<file path="config.mk">
export PLATFORM = sky130hd
export DESIGN_NAME = fpu_cvt_f2i_pipe
export DESIGN_NICKNAME = d
export VERILOG_FILES = /design/src/rtl/fpu_cvt_f2i_pipe.sv
export SDC_FILE = /design/constraint.sdc
export NUM_CORES = 1
export LEC_CHECK = 0
export CAP_MARGIN = 30
export CORE_MARGIN = 8
export CORE_UTILIZATION = 41
export CTS_CLUSTER_DIAMETER = 60
export DETAILED_ROUTE_END_ITERATION = 8
export DONT_BUFFER_PORTS = 1
export MAX_ROUTING_LAYER = met4
export PLACE_DENSITY_LB_ADDON = 0.15
export SETUP_SLACK_MARGIN = 0.15
export SYNTH_ARGS = -nofsm -noshare
export SYNTH_HDL_FRONTEND = slang
export SYNTH_SLANG_ARGS = --single-unit
</file>
<file path="constraint.sdc">
create_clock -name clk -period 7.1 [get_ports clk]
set_input_delay 0.71 -clock clk [delete_from_list [all_inputs] [get_ports clk]]
set_output_delay 0.71 -clock clk [all_outputs]
set_load 0.05 [all_outputs]
</file>
<file path="src/rtl/fpu_cvt_f2i_pipe.sv">
// rtl/fpu_cvt_f2i_pipe.sv - 3-stage float-to-integer converter; FPU_CVT_FLAGS_EN adds {NV,NX} out_flags
module fpu_cvt_f2i_pipe #(
  parameter int EXP_W = 8,
  parameter int MAN_W = 23,
  parameter int OUT_W = 32
) (
  input  logic                   clk,
  input  logic                   rst_n,
  input  logic                   in_valid,
  output logic                   in_ready,
  input  logic [EXP_W+MAN_W:0]   in_f,
  input  logic [2:0]             in_rm,
  input  logic                   in_uns,
  output logic                   out_valid,
  input  logic                   out_ready,
  output logic [OUT_W-1:0]       out_int
`ifdef FPU_CVT_FLAGS_EN
  ,
  output logic [1:0]             out_flags
`endif
);

  localparam int FW   = 1 + EXP_W + MAN_W;
  localparam int IW   = OUT_W + 1;          // integer part wide enough for e == OUT_W
  localparam int FXW  = IW + MAN_W;         // fixed point: IW integer bits, MAN_W fraction bits
  localparam int SHW  = $clog2(OUT_W + 1);
  localparam int BIAS = (1 << (EXP_W - 1)) - 1;

  localparam logic [OUT_W+1:0] LIM_SP = {3'b000, {(OUT_W-1){1'b1}}};
  localparam logic [OUT_W+1:0] LIM_SN = {3'b001, {(OUT_W-1){1'b0}}};
  localparam logic [OUT_W+1:0] LIM_U  = {2'b00, {OUT_W{1'b1}}};
  localparam logic [OUT_W-1:0] SMAX   = {1'b0, {(OUT_W-1){1'b1}}};
  localparam logic [OUT_W-1:0] SMIN   = {1'b1, {(OUT_W-1){1'b0}}};
  localparam logic [OUT_W-1:0] UMAX   = {OUT_W{1'b1}};

  logic adv;
  assign adv      = !out_valid || out_ready;
  assign in_ready = adv;

  // stage 1 classify
  logic               sign_c, exp_ones, exp_zero, normal_c;
  logic [EXP_W-1:0]   exp_c;
  logic [MAN_W-1:0]   man_c;
  logic signed [31:0] e_c;

  assign sign_c   = in_f[FW-1];
  assign exp_c    = in_f[FW-2:MAN_W];
  assign man_c    = in_f[MAN_W-1:0];
  assign exp_ones = &exp_c;
  assign exp_zero = ~|exp_c;
  assign normal_c = !exp_ones && !exp_zero;
  assign e_c      = $signed({{(32-EXP_W){1'b0}}, exp_c}) - BIAS;

  logic             s1_valid, s1_sign, s1_nan, s1_big, s1_tiny, s1_half, s1_uns;
  logic [SHW-1:0]   s1_sh;
  logic [MAN_W:0]   s1_mant;
  logic [2:0]       s1_rm;

  // S1: unpack operand; big = inf/NaN/out of shifter range, tiny = below 1.0 but nonzero
  always_ff @(posedge clk or negedge rst_n) begin
    if (!rst_n) begin
      s1_valid <= 1'b0;
      s1_sign  <= 1'b0;
      s1_nan   <= 1'b0;
      s1_big   <= 1'b0;
      s1_tiny  <= 1'b0;
      s1_half  <= 1'b0;
      s1_uns   <= 1'b0;
      s1_sh    <= '0;
      s1_mant  <= '0;
      s1_rm    <= '0;
    end else if (adv) begin
      s1_valid <= in_valid;
      s1_sign  <= sign_c;
      s1_nan   <= exp_ones && (|man_c);
      s1_big   <= exp_ones || (normal_c && (e_c > OUT_W));
      s1_tiny  <= (exp_zero && (|man_c)) || (normal_c && (e_c < 0));
      s1_half  <= normal_c && (e_c == -1);
      s1_sh    <= (normal_c && (e_c >= 0) && (e_c <= OUT_W)) ? e_c[SHW-1:0] : '0;
      s1_mant  <= {normal_c, man_c};
      s1_rm    <= in_rm;
      s1_uns   <= in_uns;
    end
  end

  // stage 2 align; zero falls through the shifter with mant=0, sh=0
  logic [FXW-1:0] fx_c;
  assign fx_c = {{(IW-1){1'b0}}, s1_mant} << s1_sh;

  logic             s2_valid, s2_sign, s2_nan, s2_big, s2_g, s2_s, s2_uns;
  logic [IW-1:0]    s2_mag;
  logic [2:0]       s2_rm;

  // S2: integer magnitude plus guard/sticky; big and tiny operands bypass the shifter
  always_ff @(posedge clk or negedge rst_n) begin
    if (!rst_n) begin
      s2_valid <= 1'b0;
      s2_sign  <= 1'b0;
      s2_nan   <= 1'b0;
      s2_big   <= 1'b0;
      s2_g     <= 1'b0;
      s2_s     <= 1'b0;
      s2_uns   <= 1'b0;
      s2_mag   <= '0;
      s2_rm    <= '0;
    end else if (adv) begin
      s2_valid <= s1_valid;
      s2_sign  <= s1_sign;
      s2_nan   <= s1_nan;
      s2_big   <= s1_big;
      s2_uns   <= s1_uns;
      s2_rm    <= s1_rm;
      if (s1_big || s1_tiny) begin
        s2_mag <= '0;
        s2_g   <= !s1_big && s1_half;
        s2_s   <= !s1_big && (!s1_half || (|s1_mant[MAN_W-1:0]));
      end else begin
        s2_mag <= fx_c[FXW-1:MAN_W];
        s2_g   <= fx_c[MAN_W-1];
        s2_s   <= |fx_c[MAN_W-2:0];
      end
    end
  end

  // stage 3 round, range check, saturate
  logic             inc_c, nv_c;
  logic [OUT_W+1:0] rmag_c;
  logic [OUT_W-1:0] sat_c, res_c;

  // rounding increment decision; unknown rm codes round to nearest-even
  always_comb begin
    case (s2_rm)
      3'b001:  inc_c = 1'b0;
      3'b010:  inc_c = s2_sign && (s2_g || s2_s);
      3'b011:  inc_c = !s2_sign && (s2_g || s2_s);
      3'b100:  inc_c = s2_g;
      default: inc_c = s2_g && (s2_s || s2_mag[0]);
    endcase
  end

  assign rmag_c = {1'b0, s2_mag} + {{(OUT_W+1){1'b0}}, inc_c};

  // post-rounding range check selects saturation value or signed/unsigned result
  always_comb begin
    nv_c  = 1'b0;
    sat_c = '0;
    if (s2_nan) begin
      nv_c  = 1'b1;
      sat_c = s2_uns ? UMAX : SMAX;
    end else if (s2_big) begin
      nv_c  = 1'b1;
      sat_c = s2_sign ? (s2_uns ? '0 : SMIN) : (s2_uns ? UMAX : SMAX);
    end else if (s2_uns) begin
      if (s2_sign && (rmag_c != '0)) begin
        nv_c  = 1'b1;
        sat_c = '0;
      end else if (!s2_sign && (rmag_c > LIM_U)) begin
        nv_c  = 1'b1;
        sat_c = UMAX;
      end
    end else begin
      if (!s2_sign && (rmag_c > LIM_SP)) begin
        nv_c  = 1'b1;
        sat_c = SMAX;
      end else if (s2_sign && (rmag_c > LIM_SN)) begin
        nv_c  = 1'b1;
        sat_c = SMIN;
      end
    end
    res_c = nv_c ? sat_c
                 : ((s2_sign && !s2_uns) ? -rmag_c[OUT_W-1:0] : rmag_c[OUT_W-1:0]);
  end

  // output register, held while downstream stalls
  always_ff @(posedge clk or negedge rst_n) begin
    if (!rst_n) begin
      out_valid <= 1'b0;
      out_int   <= '0;
    end else if (adv) begin
      out_valid <= s2_valid;
      out_int   <= res_c;
    end
  end

`ifdef FPU_CVT_FLAGS_EN
  logic nx_c;
  assign nx_c = !nv_c && (s2_g || s2_s);

  // exception flags travel with the result
  always_ff @(posedge clk or negedge rst_n) begin
    if (!rst_n) begin
      out_flags <= 2'b00;
    end else if (adv) begin
      out_flags <= {nv_c, nx_c};
    end
  end
`endif

endmodule

</file>
# ---- Word-level counts from Yosys, hierarchy flattened
# Cells that the tools add are included.
# W data, S select, Z words.
dict set report word_totals {
  elab_cells 99
  regBits 116
  input_bits 40
}
dict set report classes {
  reduce_logical 38
  n_eq_ne 5
  add_sub_neg 3
  magnitude_cmp 7
  shift 1
  n_mux 24
}
# op n
set ops {}
lappend ops {{$mux W32} 12}
lappend ops {{$gt A34 B32 Y1 const B} 2}
lappend ops {{$shl A24 B6 Y56} 1}
lappend ops {{$reduce_or A23 Y1} 2}
lappend ops {{$add A33 B1 Y34} 1}
lappend ops {{$gt A34 B31 Y1 const B} 1}
lappend ops {{$reduce_bool A34 Y1} 1}
lappend ops {{$mux W33} 1}
lappend ops {{$neg A32 Y32} 1}
lappend ops {{$reduce_or A22 Y1} 1}
lappend ops {{$logic_and A1 B1 Y1} 18}
lappend ops {{$eq A9 B1 Y1 const B} 1}
lappend ops {{$ge A9 B1 Y1 const B} 1}
lappend ops {{$gt A9 B7 Y1 const B} 1}
lappend ops {{$le A9 B7 Y1 const B} 1}
lappend ops {{$lt A9 B1 Y1 const B} 1}
lappend ops {{$mux W1} 9}
lappend ops {{$sub A8 B7 Y9 const B} 1}
lappend ops {{$reduce_and A8 Y1} 1}
lappend ops {{$reduce_or A8 Y1} 1}
lappend ops {{$logic_not A1 Y1} 7}
lappend ops {{$logic_or A1 B1 Y1} 7}
lappend ops {{$eq A3 B2 Y1 const B} 2}
lappend ops {{$mux W6} 1}
lappend ops {{3 further kinds} 3}

# ---- Depth between registers and ports, before layout
dict set report depth {
  ltp_word 12
  depth_mapped 20
  depth_no_buf 19
}

# ---- Worst setup path before layout
# Ideal clock, no wire load.
dict set report synth_timing {
  path_kind {register to register}
  from {register s2_sign}
  to {register out_int[28]}
  path_stages_with_launch 21
  path_buffers 4
  setup_slack_ns 2.780
  synth_period_minus_slack_ns 4.320
  arrival_ns 4.247
  required_time_ns 7.027
  cell_sequence {dfrtp_1 > clkbuf_1 > xnor2_1 > nor3b_1 > a21oi_1 > nor2_1 > ha_1 > ha_1 > clkbuf_1 > buf_2 > nand3_1 > xor2_1 > nand4b_1 > nor4_1 > or4b_2 > nand3b_4 > a211oi_2 > o21a_4 > buf_12 > o21ai_2 > a21oi_2}
}
dict set report synth_between {
  elab_chain_len 12
}
# item line
set synth_rtl {}
lappend synth_rtl {{start: declaration} 90} ;# logic s2_valid, s2_sign, s2_nan, s2_big, s2_g, s2_s, s2_uns;
lappend synth_rtl {{start signal: assignment} 108} ;# s2_sign <= s1_sign;
lappend synth_rtl {{$logic_not A1 Y1} {135, 157, 162}}
lappend synth_rtl {{$logic_and A1 B1 Y1} 135} ;# 3'b011: inc_c = !s2_sign && (s2_g || s2_s);
lappend synth_rtl {{$pmux W1 S4} 132} ;# case (s2_rm)
lappend synth_rtl {{$add A33 B1 Y34} 141} ;# assign rmag_c = {1'b0, s2_mag} + {{(OUT_W+1){1'b0}}, inc_c};
lappend synth_rtl {{$gt A34 B32 Y1 (on tied branches)} {157, 165}}
lappend synth_rtl {{$logic_and A1 B1 Y1 (on tied branches)} {157, 165}}
lappend synth_rtl {{$mux W32, or another cell as far along} 157} ;# end else if (!s2_sign && (rmag_c > LIM_U)) begin
lappend synth_rtl {{$mux W32, or another cell as far along} 154} ;# if (s2_sign && (rmag_c != '0)) begin
lappend synth_rtl {{$mux W32 / $mux W1 (equally long branches)} 153} ;# end else if (s2_uns) begin
lappend synth_rtl {{$mux W32 / $mux W1 (equally long branches)} 150} ;# end else if (s2_big) begin
lappend synth_rtl {{$mux W32 / $mux W1 (equally long branches)} 147} ;# if (s2_nan) begin
lappend synth_rtl {{$mux W32 (*)} 170} ;# res_c = nv_c ? sat_c
lappend synth_rtl {{end signal: assignment} 181} ;# out_int <= res_c;
lappend synth_rtl {{end: declaration} 16} ;# output logic [OUT_W-1:0] out_int
# Mark *: on every way between the ends. The rest lies on a longest branch, timed or not.
# A chain may end at the register's enable or synchronous reset.

# ---- Worst setup path in the final report
dict set report layout_timing {
  from {register s2_sign}
  to {register out_int[29]}
}
# The elaborated chain is that of the path after synthesis.

==> metrics.md <==
| Metric | Value |
|---|---|
| Clock sink count | `116` |
| Area of the multi-input gates | `about 5300 µm²` |
| Kind of launch point of the worst setup path | `register` |
| Setup repair after global routing missed its margin | `false` |
| Worst voltage drop across the vdd grid | `between 0.15 and 0.2 mV` |
| Required time of the critical path | `7.45 ns` |
| Distinct cell type count of the synthesized netlist | `between 70 and 80` |
| R2r worst-path depth | `16` |
| Worst clock skew | `0.0126 ns` |
| Number of buffers inserted by post-CTS setup repair | `0` |
| Post-route setup TNS | `0 ns` |
| Proportion of register bits with asynchronous set or reset after synthesis | `100%` |
| TritonCTS clock tree | `yes` |
| Horizontal die dimension | `~160 µm` |
| Number of enable flip-flop cells after synthesis | `0` |
| Total power divided by cell area | `359 nW/µm²` |
| Number of hold-slack violations in the final timing report | `0` |
| Clock latency of the later-clocked register in the worst-skew pair | `0.42 ns` |
| Count of standard-cell rows | `53` |
| Commonest non-fill, non-tap cell in the layout | `nand2_1` |
| Met2 usage in global routing | `around 29%` |
| DP Cell Count | `1,256` |
| Cell area after technology mapping | `about 8600 µm²` |
| Reg2Reg Setup Slack | `1.45 ns` |
| Total GRT Usage | `18.6%` |
| Highest fanout seen on the critical path | `33` |
| Actual transition at the worst max-transition pin | `0.980 ns` |
| Number of input and output port buffers inserted | `0` |
| Area growth, synth to finish | `8.10%` |
| Met3 usage in global routing | `3.30%` |
| Global-route wire length before repair | `38,400 µm` |
| Drt pass-1 iters | `5` |
| Number of violations of the max-capacitance limit | `0` |
| Filler cells | `2,148` |
| Met1 Usage GRT | `around a quarter` |
| Final weighted congestion of routability-driven global placement | `0.907` |
| Total of flip-flops plus latches after synthesis | `116` |
| Quantity of gates resized following cts | `0` |
| Pin count of the biggest net entering global routing | `around 120` |
| Via-to-Cell Ratio | `5.70` |
| DRC violation count after routing | `0` |
| Combined flip-flop and latch cell area | `2900 µm²` |
| Run status | `complete, no violations` |
| Average footprint of a synthesized cell | `8.17 µm²` |
| Die extent in y | `161 µm` |
| Dominant synthesized flop cell | `dfrtp_1` |
| Library cell used as clock root buffer | `clkbuf_16` |
| Layer carrying the most global-route usage | `met2` |
| Final Cycle Share | `79.6%` |
| Leakage component of the power | `about 3.8 nW` |
| Max-slew violation count | `0` |
| Post-CTS Hold Fix Bufs | `1` |
| Initial detailed-routing violation count | `616` |
| Post-synth top area share | `33.8%` |
| Depth of the CTS H-tree | `4` |
| Normalized max-slew margin | `34.7%` |
| Sum of internal, switching and leakage power | `3.34 mW` |
| Worst path arrival time | `6.00 ns` |
| Number of routed nets with antenna violations | `0` |
| Dominant cell type by area after synthesis | `dfrtp_1` |
| Initial antenna violation count | `0` |
| Top area cells in the synthesized netlist | `dfrtp_1 34%, nand2_1 8.9%, nor2_1 4.0%` |
| Final standard cell count with taps included and fillers excluded | `1,289` |
| Highest-count cells in the layout ignoring fill and taps | `203 x nand2_1, 116 x dfrtp_1, 91 x nor2_1, 57 x o21ai_0, 38 x xnor2_1` |
| End-of-flow core utilization | `~45%` |
| Initial core utilization | `41.3%` |
| Number of cells produced by synthesis | `1,053` |
| Final Critical Period | `5.65 ns` |
| Hold/Removal Path Class | `in -> async` |
| Share of the yosys chip area belonging to registers | `between 30 and 40%` |
| Worst Setup Path Type | `reg -> reg` |
| Clock-pin slew on the worst setup and hold paths | `0.06 ns` |
| I/O pins | `74` |
| Number of clock buffers inserted by TritonCTS | `17` |
| Total via count after detailed routing | `around 7,300` |
| Buffers from clock root to sink, at most | `2` |
| Routed length per placed instance | `18.2 µm` |
| Count of nets after finishing | `1,049` |
| Post-DP HPWL | `~17,000 µm` |
| Die Footprint | `25,900 µm²` |
| Maximum achievable frequency | `177 MHz` |
| Core outline area | `around 21,000 µm²` |
| Count of inserted antenna diode cells | `0` |
| Warnings from Yosys | `0` |
| Worst hold slack after final layout | `0.216 ns` |
| Overflow left after global routing | `0` |
| Final WL | `23,400 µm` |
| Share of cells above drive strength 1 | `about 15%` |
| Count of final setup violators | `0` |
| Nature of the critical path endpoint | `register` |
| Number of global-route vias before repair | `between 7,000 and 8,000` |
| Post-Synthesis Net Count | `about 1,100` |
-- power breakdown --
part / switching (mW) / internal (mW)
clock: 0.329 / 0.570
sequential: 0.508 / 0.822
combinational: 0.671 / 0.440
total: 1.51 / 1.83
-- per-stage QoR --
step | instance area [µm²] | setup WS, ns
final | 9300 | 1.45
after global routing | 9300 | 0.924
after CTS | 9300 | 1.43
after detailed placement | 8660 | 1.43
after global placement | 8660 | 1.54
after floorplan | 8600 | 2.78
-- sequential cells by signal, indices dropped and copies added (netlist names), 3 cells and up --
name / flops
out_int: 32
s2_mag: 33
s1_mant: 24
s1_sh: 6
s2_rm: 3
s1_rm: 3
-- final timing paths --
check / from / endpoint
setup / recovery: s2_sign$_DFFE_PN0P_ / out_int[29]$_DFFE_PN0P_
hold / removal: rst_n / out_int[11]$_DFFE_PN0P_
setup reg to reg: s2_sign$_DFFE_PN0P_ / out_int[29]$_DFFE_PN0P_
hold reg to reg: s1_rm[1]$_DFFE_PN0P_ / s1_rm[1]$_DFFE_PN0P_
max in group asynchronous: rst_n / s1_mant[13]$_DFFE_PN0P_
min in group clk: in_f[23] / s1_sh[0]$_DFFE_PN0P_
-- cells in the mapped netlist (3+ instances only) --
library cell	n
nand2_1	203
dfrtp_1	116
nor2_1	91
clkbuf_1	60
o21ai_0	57
xnor2_1	38
a21oi_1	36
a21oi_2	30
mux2i_1	30
nand2_2	29
nand3_1	28
nor4_1	25
xor2_1	22
nor3_1	20
nand4_1	19
inv_1	17
a22oi_1	16
mux4_2	12
buf_2	11
mux2_2	11
o22ai_1	11
a31oi_1	10
and3_1	10
or3_1	10
nand2b_1	9
a211oi_1	8
ha_1	8
or2_2	8
and2_1	7
nor2b_1	7
buf_1	6
nor4b_1	6
o31ai_1	6
o221ai_1	5
a221o_1	4
a22o_1	4
nand3b_1	4
o22a_1	4
a211o_1	3
buf_12	3
o2111ai_1	3
o211ai_1	3
-- area by class of cell --
| type | instances | area share (%) |
|---|---|---|
| clock buffers | 20 | 4.91 |
| clock inverters | 12 | 1.67 |
| inverters | 18 | 0.740 |
| multi-input cells | 838 | 56.7 |
| flip-flops and latches | 116 | 31.2 |
| well taps | 275 | 3.70 |
| repair buffers | 10 | 1.02 |
-- per-layer routing --
metal / vias to the layer above / part of all wire, %
met5: - / 0
met4: 0 / 2.3
met3: 28 / 5.1
met2: 188 / 46
met1: 3492 / 47
li1: 3640 / -
-- worst max-delay path: stages, from the launching register on --
cell and delay, ns:
dfrtp_1 0.49, xnor2_1 0.17, nor3b_1 0.26, a21oi_1 0.11
nor2_1 0.23, ha_1 0.44, ha_1 0.58, nand2_1 0.13
or3_1 0.44, xnor2_1 0.22, nor4_1 0.45, or4b_2 0.72
nand3b_4 0.23, a211oi_2 0.23, o21a_4 0.51, o2111ai_1 0.20
a21oi_1 0.17
-- kinds of logic after synthesis --
group	after synthesis	share of synthesized area, %
mux	53	8.07
buf+inv	99	5.06
simple gates	498	28.3
compound gates	219	17.6
fa+ha+maj	8	1.16
xor+xnor	60	6.11
flops	116	33.8
Note: power is estimated with default switching activity, not from simulation.
